===== src/rtl/word_chunk_serializer_if.sv =====
// Handshake bundle for the word-to-chunk serializer: word input side,
// chunk output side, abort and status.
interface word_chunk_serializer_if #(
    parameter int IN_W  = 18,
    parameter int OUT_W = 8
);
    localparam int NCHUNK = (IN_W + OUT_W - 1) / OUT_W;
    localparam int IW     = (NCHUNK > 1) ? $clog2(NCHUNK) : 1;

    logic             in_valid;
    logic             in_ready;
    logic [IN_W-1:0]  in_data;
    logic             out_valid;
    logic             out_ready;
    logic [OUT_W-1:0] out_data;
    logic             out_last;
    logic [IW-1:0]    out_idx;
    logic             abort;
    logic             busy;

    // Environment side: supplies words, consumes chunks, may abort.
    modport master (
        output in_valid, in_data, out_ready, abort,
        input  in_ready, out_valid, out_data, out_last, out_idx, busy
    );

    // Serializer side.
    modport slave (
        input  in_valid, in_data, out_ready, abort,
        output in_ready, out_valid, out_data, out_last, out_idx, busy
    );
endinterface


===== src/rtl/word_chunk_serializer.sv =====
// Width-down converter: latches one IN_W-bit word and presents it as
// NCHUNK registered OUT_W-bit chunks with valid/ready on both sides.
// A new word may load on the same edge the last chunk leaves, so
// consecutive words stream without a bubble.
module word_chunk_serializer #(
    parameter int IN_W       = 18,
    parameter int OUT_W      = 8,
    parameter int MSB_FIRST  = 0,
    parameter int LAST_ALIGN = 1
) (
    input  logic                    clk,
    input  logic                    rst_n,
    word_chunk_serializer_if.slave  bus
);
    localparam int NCHUNK = (IN_W + OUT_W - 1) / OUT_W;
    localparam int IW     = (NCHUNK > 1) ? $clog2(NCHUNK) : 1;
    localparam int PW     = NCHUNK * OUT_W;
    localparam int REM    = IN_W % OUT_W;
    // Left-justifying the partial top chunk moves its REM bits to the MSBs.
    localparam int SHIFT  = (REM == 0) ? 0 : (OUT_W - REM);
    localparam logic [IW-1:0] LAST_IDX = IW'(NCHUNK - 1);

    typedef enum logic {S_IDLE = 1'b0, S_SEND = 1'b1} state_t;

    state_t           r_state;
    logic [PW-1:0]    r_word;
    logic [IW-1:0]    r_idx;
    logic [OUT_W-1:0] r_data;
    logic             r_last;
    logic             r_valid;

    logic [PW-1:0]    w_pad;
    logic [IW-1:0]    w_next_idx;
    logic             w_xfer;
    logic             w_in_ready;
    logic             w_accept;

    // Select emission-order chunk k from a zero-padded word, applying
    // the chunk order and the placement of the partial top chunk.
    function automatic logic [OUT_W-1:0] f_chunk(input logic [PW-1:0] word,
                                                 input logic [IW-1:0] k);
        int               p;
        logic [OUT_W-1:0] c;
        p = (MSB_FIRST != 0) ? (NCHUNK - 1 - int'(k)) : int'(k);
        c = word[p*OUT_W +: OUT_W];
        if ((REM != 0) && (LAST_ALIGN != 0) && (p == NCHUNK - 1)) begin
            c = c << SHIFT;
        end
        return c;
    endfunction

    // Zero-extend the incoming word to a whole number of chunks.
    always_comb begin
        w_pad             = '0;
        w_pad[IN_W-1:0]   = bus.in_data;
    end

    assign w_next_idx = r_idx + IW'(1);
    assign w_xfer     = r_valid && bus.out_ready;
    // Ready while idle, or on the edge the final chunk leaves (unless aborting).
    assign w_in_ready = !r_valid || (w_xfer && r_last && !bus.abort);
    assign w_accept   = bus.in_valid && w_in_ready;

    // Serializer FSM: load on accept, advance on transfer, drop on abort.
    always_ff @(posedge clk or negedge rst_n) begin
        if (!rst_n) begin
            r_state <= S_IDLE;
            r_word  <= '0;
            r_idx   <= '0;
            r_data  <= '0;
            r_last  <= 1'b0;
            r_valid <= 1'b0;
        end else if (w_accept) begin
            r_state <= S_SEND;
            r_word  <= w_pad;
            r_idx   <= '0;
            r_data  <= f_chunk(w_pad, '0);
            r_last  <= (NCHUNK == 1);
            r_valid <= 1'b1;
        end else if (r_state == S_SEND) begin
            if (bus.abort || (w_xfer && r_last)) begin
                r_state <= S_IDLE;
                r_idx   <= '0;
                r_last  <= 1'b0;
                r_valid <= 1'b0;
            end else if (w_xfer) begin
                r_idx   <= w_next_idx;
                r_data  <= f_chunk(r_word, w_next_idx);
                r_last  <= (w_next_idx == LAST_IDX);
            end
        end
    end

    assign bus.in_ready  = w_in_ready;
    assign bus.out_valid = r_valid;
    assign bus.out_data  = r_data;
    assign bus.out_last  = r_last;
    assign bus.out_idx   = r_idx;
    assign bus.busy      = r_valid;

endmodule


===== src/flat_wrapper.sv =====
// flat-port wrapper written by rule: the top's interface ports become plain ports
module word_chunk_serializer_flat 
#(
    parameter int IN_W       = 18,
    parameter int OUT_W      = 8,
    parameter int MSB_FIRST  = 0,
    parameter int LAST_ALIGN = 1
)
  (clk, rst_n, bus_in_valid, bus_in_data, bus_out_ready, bus_abort, bus_in_ready, bus_out_valid, bus_out_data, bus_out_last, bus_out_idx, bus_busy);
  word_chunk_serializer_if #(.IN_W(IN_W), .OUT_W(OUT_W)) bus_i ();
  input  logic clk;
  input  logic rst_n;
  input wire logic [$bits(bus_i.in_valid)-1:0] bus_in_valid;
  input wire logic [$bits(bus_i.in_data)-1:0] bus_in_data;
  input wire logic [$bits(bus_i.out_ready)-1:0] bus_out_ready;
  input wire logic [$bits(bus_i.abort)-1:0] bus_abort;
  output wire logic [$bits(bus_i.in_ready)-1:0] bus_in_ready;
  output wire logic [$bits(bus_i.out_valid)-1:0] bus_out_valid;
  output wire logic [$bits(bus_i.out_data)-1:0] bus_out_data;
  output wire logic [$bits(bus_i.out_last)-1:0] bus_out_last;
  output wire logic [$bits(bus_i.out_idx)-1:0] bus_out_idx;
  output wire logic [$bits(bus_i.busy)-1:0] bus_busy;
  assign bus_i.in_valid = bus_in_valid;
  assign bus_i.in_data = bus_in_data;
  assign bus_i.out_ready = bus_out_ready;
  assign bus_i.abort = bus_abort;
  assign bus_in_ready = bus_i.in_ready;
  assign bus_out_valid = bus_i.out_valid;
  assign bus_out_data = bus_i.out_data;
  assign bus_out_last = bus_i.out_last;
  assign bus_out_idx = bus_i.out_idx;
  assign bus_busy = bus_i.busy;
  word_chunk_serializer #(.IN_W(IN_W), .OUT_W(OUT_W), .MSB_FIRST(MSB_FIRST), .LAST_ALIGN(LAST_ALIGN)) u_core (.clk(clk), .rst_n(rst_n), .bus(bus_i));
endmodule

===== config.mk =====
export PLATFORM = sky130hd
export DESIGN_NAME = word_chunk_serializer_flat
export DESIGN_NICKNAME = d
export VERILOG_FILES = /design/src/rtl/word_chunk_serializer_if.sv /design/src/rtl/word_chunk_serializer.sv /design/src/flat_wrapper.sv
export SDC_FILE = /design/constraint.sdc
export NUM_CORES = 1
export LEC_CHECK = 0
export CELL_PAD_IN_SITES_DETAIL_PLACEMENT = 1
export CELL_PAD_IN_SITES_GLOBAL_PLACEMENT = 1
export CORE_MARGIN = 3
export CORE_UTILIZATION = 38
export DETAILED_ROUTE_END_ITERATION = 10
export GPL_ROUTABILITY_DRIVEN = 0
export MAX_ROUTING_LAYER = met4
export PLACE_DENSITY_LB_ADDON = 0.15
export SYNTH_ARGS = -nofsm -noshare
export SYNTH_HDL_FRONTEND = slang
export SYNTH_SLANG_ARGS = --single-unit

===== constraint.sdc =====
create_clock -name clk -period 4.5 [get_ports clk]
set_clock_uncertainty 0.1 [all_clocks]
set_input_delay 0.45 -clock clk [delete_from_list [all_inputs] [get_ports clk]]
set_output_delay 0.45 -clock clk [all_outputs]
set_load 0.02 [all_outputs]

==> results.json <==
{
  "status": "finished, final reports clean",
  "port_buffers": 36,
  "drc": 0,
  "routed_wl_mm": 3.47,
  "grt_max_degree": 32,
  "ios": 37,
  "r2r_end": "u_core.bus.out_data[6]$_DFFE_PN0P_",
  "holdPathStages": 2,
  "dr.pass1.iters": 4,
  "crit_fanout": 26,
  "syn_avg_cell_area_sq_um": 9.33,
  "diodes": 0,
  "syn_to_final_growth_pct": 32.1,
  "placed_cells": 230,
  "final_max_slew_viol_count": 0,
  "ys_ff_latch": 31,
  "utilization_pct": 54.7,
  "finalHoldViolations": 0,
  "min_path_type": "reg2reg",
  "wl_per_cell_microns": 14.6,
  "clock_tree.root_cell": "clkbuf_8",
  "crit_required_ps": 4600,
  "synth_compound_area_share_pct": 13.2,
  "first_global_vias": 1295,
  "max_stage_delay_ps": 800,
  "cp-end-kind": "flip-flop",
  "die_h_microns": 67.7,
  "grt_util_met3_pct": 5.49,
  "worstHoldStart": "u_core.r_word[5]$_DFFE_PN0P_",
  "clock-sinks": 31,
  "dpl.hpwl_mm": 2.43,
  "cts_buffers": 5,
  "ant_nets": 0,
  "p_clk_share_pct": 16.3,
  "postCtsSetupRepairBufs": 0,
  "busiest_layer": "met2",
  "synthDistinctLibCells": 28,
  "start_util_pct": 41.4,
  "nFillCells": 421,
  "yosysWarnings": 0,
  "cp_slowest_cell": "o21ai_2",
  "ir_drop_mv": 0.286,
  "leakage_nw": 0.898,
  "timing.rr.start": "u_core.bus.out_last$_DFFE_PN0P_",
  "crit_top_cell": "o21ai_0",
  "finalSetupViolations": 0,
  "cts.path.max_buffers": 2,
  "drive_gt1_share_pct": 7.81,
  "yosysSeqAreaShare_pct": 53.6,
  "crit_arrival_ps": 2540,
  "hold_slack_ps": 377,
  "layout.cells.non_filler": 238,
  "drv_cap": 0,
  "syn-num-nets": 179,
  "power.density_mw_per_mm2": 667,
  "r2r_cells": 4,
  "synth_area_sq_mm": 0.00145,
  "vias": 1206,
  "rows": 21,
  "synth_cells": 155,
  "fin_crit_sh_pct": 54.3,
  "finalNetCount": 215,
  "die_w_microns": 67.7,
  "grt_pass1_wl_mm": 5.79,
  "cts_tree": "yes",
  "worstSetupPathType": "in2reg",
  "p_seq_share_pct": 39.8,
  "die_area_sq_mm": 0.00458,
  "slew_headroom_pct": 30.5,
  "period_needed_ps": 2440,
  "clk_pin_slew_ps": 70,
  "fin_setup_tns_ps": 0,
  "synthAdderAreaFrac_pct": 0.865,
  "fmax_mhz": 409,
  "cts.repair.resized": 0,
  "share_comb_of_total_power_pct": 43.8,
  "muxShareOfSynthArea_pct": 7.01,
  "worst_slew_pin_slew_ps": 1040,
  "start_kind": "input pin",
  "ff2ff_setup_slack_ps": 2350,
  "crit_chain": "clkdlybuf4s50_1 -> and3b_2 -> o21ai_2 -> o21ai_0 -> o21ai_0",
  "rsz0062_at_grt": "no",
  "cts_hold_buf": 0,
  "sw_frac_of_total_pct": 39.1,
  "grt_overflow": 0,
  "switchingPower_w": 0.000498,
  "synthSimpleGateAreaFrac_pct": 21.5,
  "antenna_found_initial": 0,
  "coreArea_sq_mm": 0.00349,
  "hold_path_end": "u_core.r_word[5]$_DFFE_PN0P_",
  "internal_power_w": 0.000777,
  "met1_usage_pct": 19.6,
  "synth_top_family_by_area": "simple AND/OR/NAND/NOR gates",
  "synth_xor_area_share_pct": 0,
  "use_met2_pct": 30.4,
  "htree_levels": 2,
  "grt_usage_pct": 17.9,
  "clk_latency_ps": 280,
  "via_per_inst": 5.07,
  "drt-initial-drc-count": 24
}
[power by group through the flow]
stage	sequential [W]	combinational [W]	clock (W)
5_1_grt	0.000526	0.000632	0.000228
4_1_cts	0.000511	0.000569	0.000215
6_report	0.000508	0.000559	0.000208
2_1_floorplan	0.000536	0.000326	0
3_5_place_dp	0.000516	0.000562	0
3_3_place_gp	0.000506	0.000546	0
[stage by stage]
step / area (sq um) / total power, W / setup slack [ps]
3_3_place_gp: 1830 / 0.00105 / 1950
2_1_floorplan: 1450 / 0.000861 / 2670
6_report: 1910 / 0.00127 / 2060
3_5_place_dp: 1830 / 0.00108 / 1830
5_1_grt: 1910 / 0.00139 / 1880
4_1_cts: 1910 / 0.00130 / 2050
[routing by layer]
metal,wire (microns),vias to the layer above
met5,0,-
met4,53,0
met3,184,6
met2,1740,29
met1,1490,580
li1,-,591
[synth_stat cells]
master / n / area, sq um
o21a_1: 1 / 7.51
nor3_1: 1 / 5.00
o211ai_2: 4 / 50.1
a22o_1: 1 / 8.76
o2bb2ai_1: 1 / 8.76
buf_4: 1 / 7.51
a21oi_1: 11 / 55.1
inv_1: 3 / 11.3
nand2b_1: 2 / 12.5
nand2_1: 57 / 214
or3_1: 1 / 6.26
nand3b_1: 2 / 15.0
mux2i_1: 9 / 90.1
o22ai_1: 1 / 6.26
clkbuf_1: 5 / 18.8
or2_4: 1 / 8.76
o21ai_0: 5 / 25.0
buf_2: 1 / 5.00
nand3_1: 5 / 25.0
o21ai_2: 1 / 8.76
and3b_2: 1 / 10.0
buf_6: 1 / 11.3
a31oi_1: 1 / 6.26
mux2_2: 1 / 11.3
a211oi_1: 2 / 15.0
nor2_1: 4 / 15.0
dfrtp_1: 31 / 776
ha_1: 1 / 12.5
[critical path, delay by kind of cell]
family	cells	cell delay (ps)
AO/OA/AOI/OAI	3	1270
AND/OR/NAND/NOR	1	250
buffers and inverters	1	570
[placed cells by master, fill, tap and decap left out, types with 2 or more instances in the layout]
cell type / n
a211oi_1: 2
a21oi_1: 11
clkbuf_1: 2
clkbuf_8: 5
clkdlybuf4s50_1: 36
dfrtp_1: 31
inv_1: 3
mux2i_1: 9
nand2_1: 57
nand2b_1: 2
nand3_1: 5
nand3b_1: 2
nor2_1: 4
o211ai_2: 4
o21ai_0: 5
[cells by family (layout without fill, tap and decap cells)]
logic type,after synthesis,count (layout)
flip-flops,31,31
AND/OR/NAND/NOR,74,74
buffers and inverters,11,48
multiplexers,10,10
adder cells (fa/ha/maj),1,1
AO/OA/AOI/OAI,28,28
[final cells by class]
type	count	area, sq um	share of cell area (%)
inverter	3	11.3	0.589
sequential	31	776	40.6
clock buffer	7	76.3	3.99
tap	46	57.6	3.01
clock inverter	1	5.00	0.262
multi-input combinational	113	617	32.3
timing repair buffer	37	368	19.3
[worst max-delay path by stage]
stage / startpoint / endpoint / cells past startpoint
after floorplan: u_core.bus.out_idx[0]$_DFFE_PN0P_ / u_core.bus.out_data[6]$_DFFE_PN0P_ / 6
after global placement: bus_abort / u_core.bus.out_data[6]$_DFFE_PN0P_ / 5
after detailed placement: bus_abort / u_core.bus.out_data[6]$_DFFE_PN0P_ / 5
after CTS: bus_abort / u_core.bus.out_data[6]$_DFFE_PN0P_ / 5
after global routing: bus_abort / u_core.bus.out_data[6]$_DFFE_PN0P_ / 5
final: bus_abort / u_core.bus.out_data[6]$_DFFE_PN0P_ / 5
[registers in the layout, indices dropped and copies added (netlist names)]
| name | cells |
|---|---|
| u_core.bus.busy | 1 |
| u_core.r_word | 18 |
| u_core.r_state | 1 |
| u_core.bus.out_idx | 2 |
| u_core.bus.out_data | 8 |
| u_core.bus.out_last | 1 |
No activity file was read; power rests on OpenSTA's default activity.
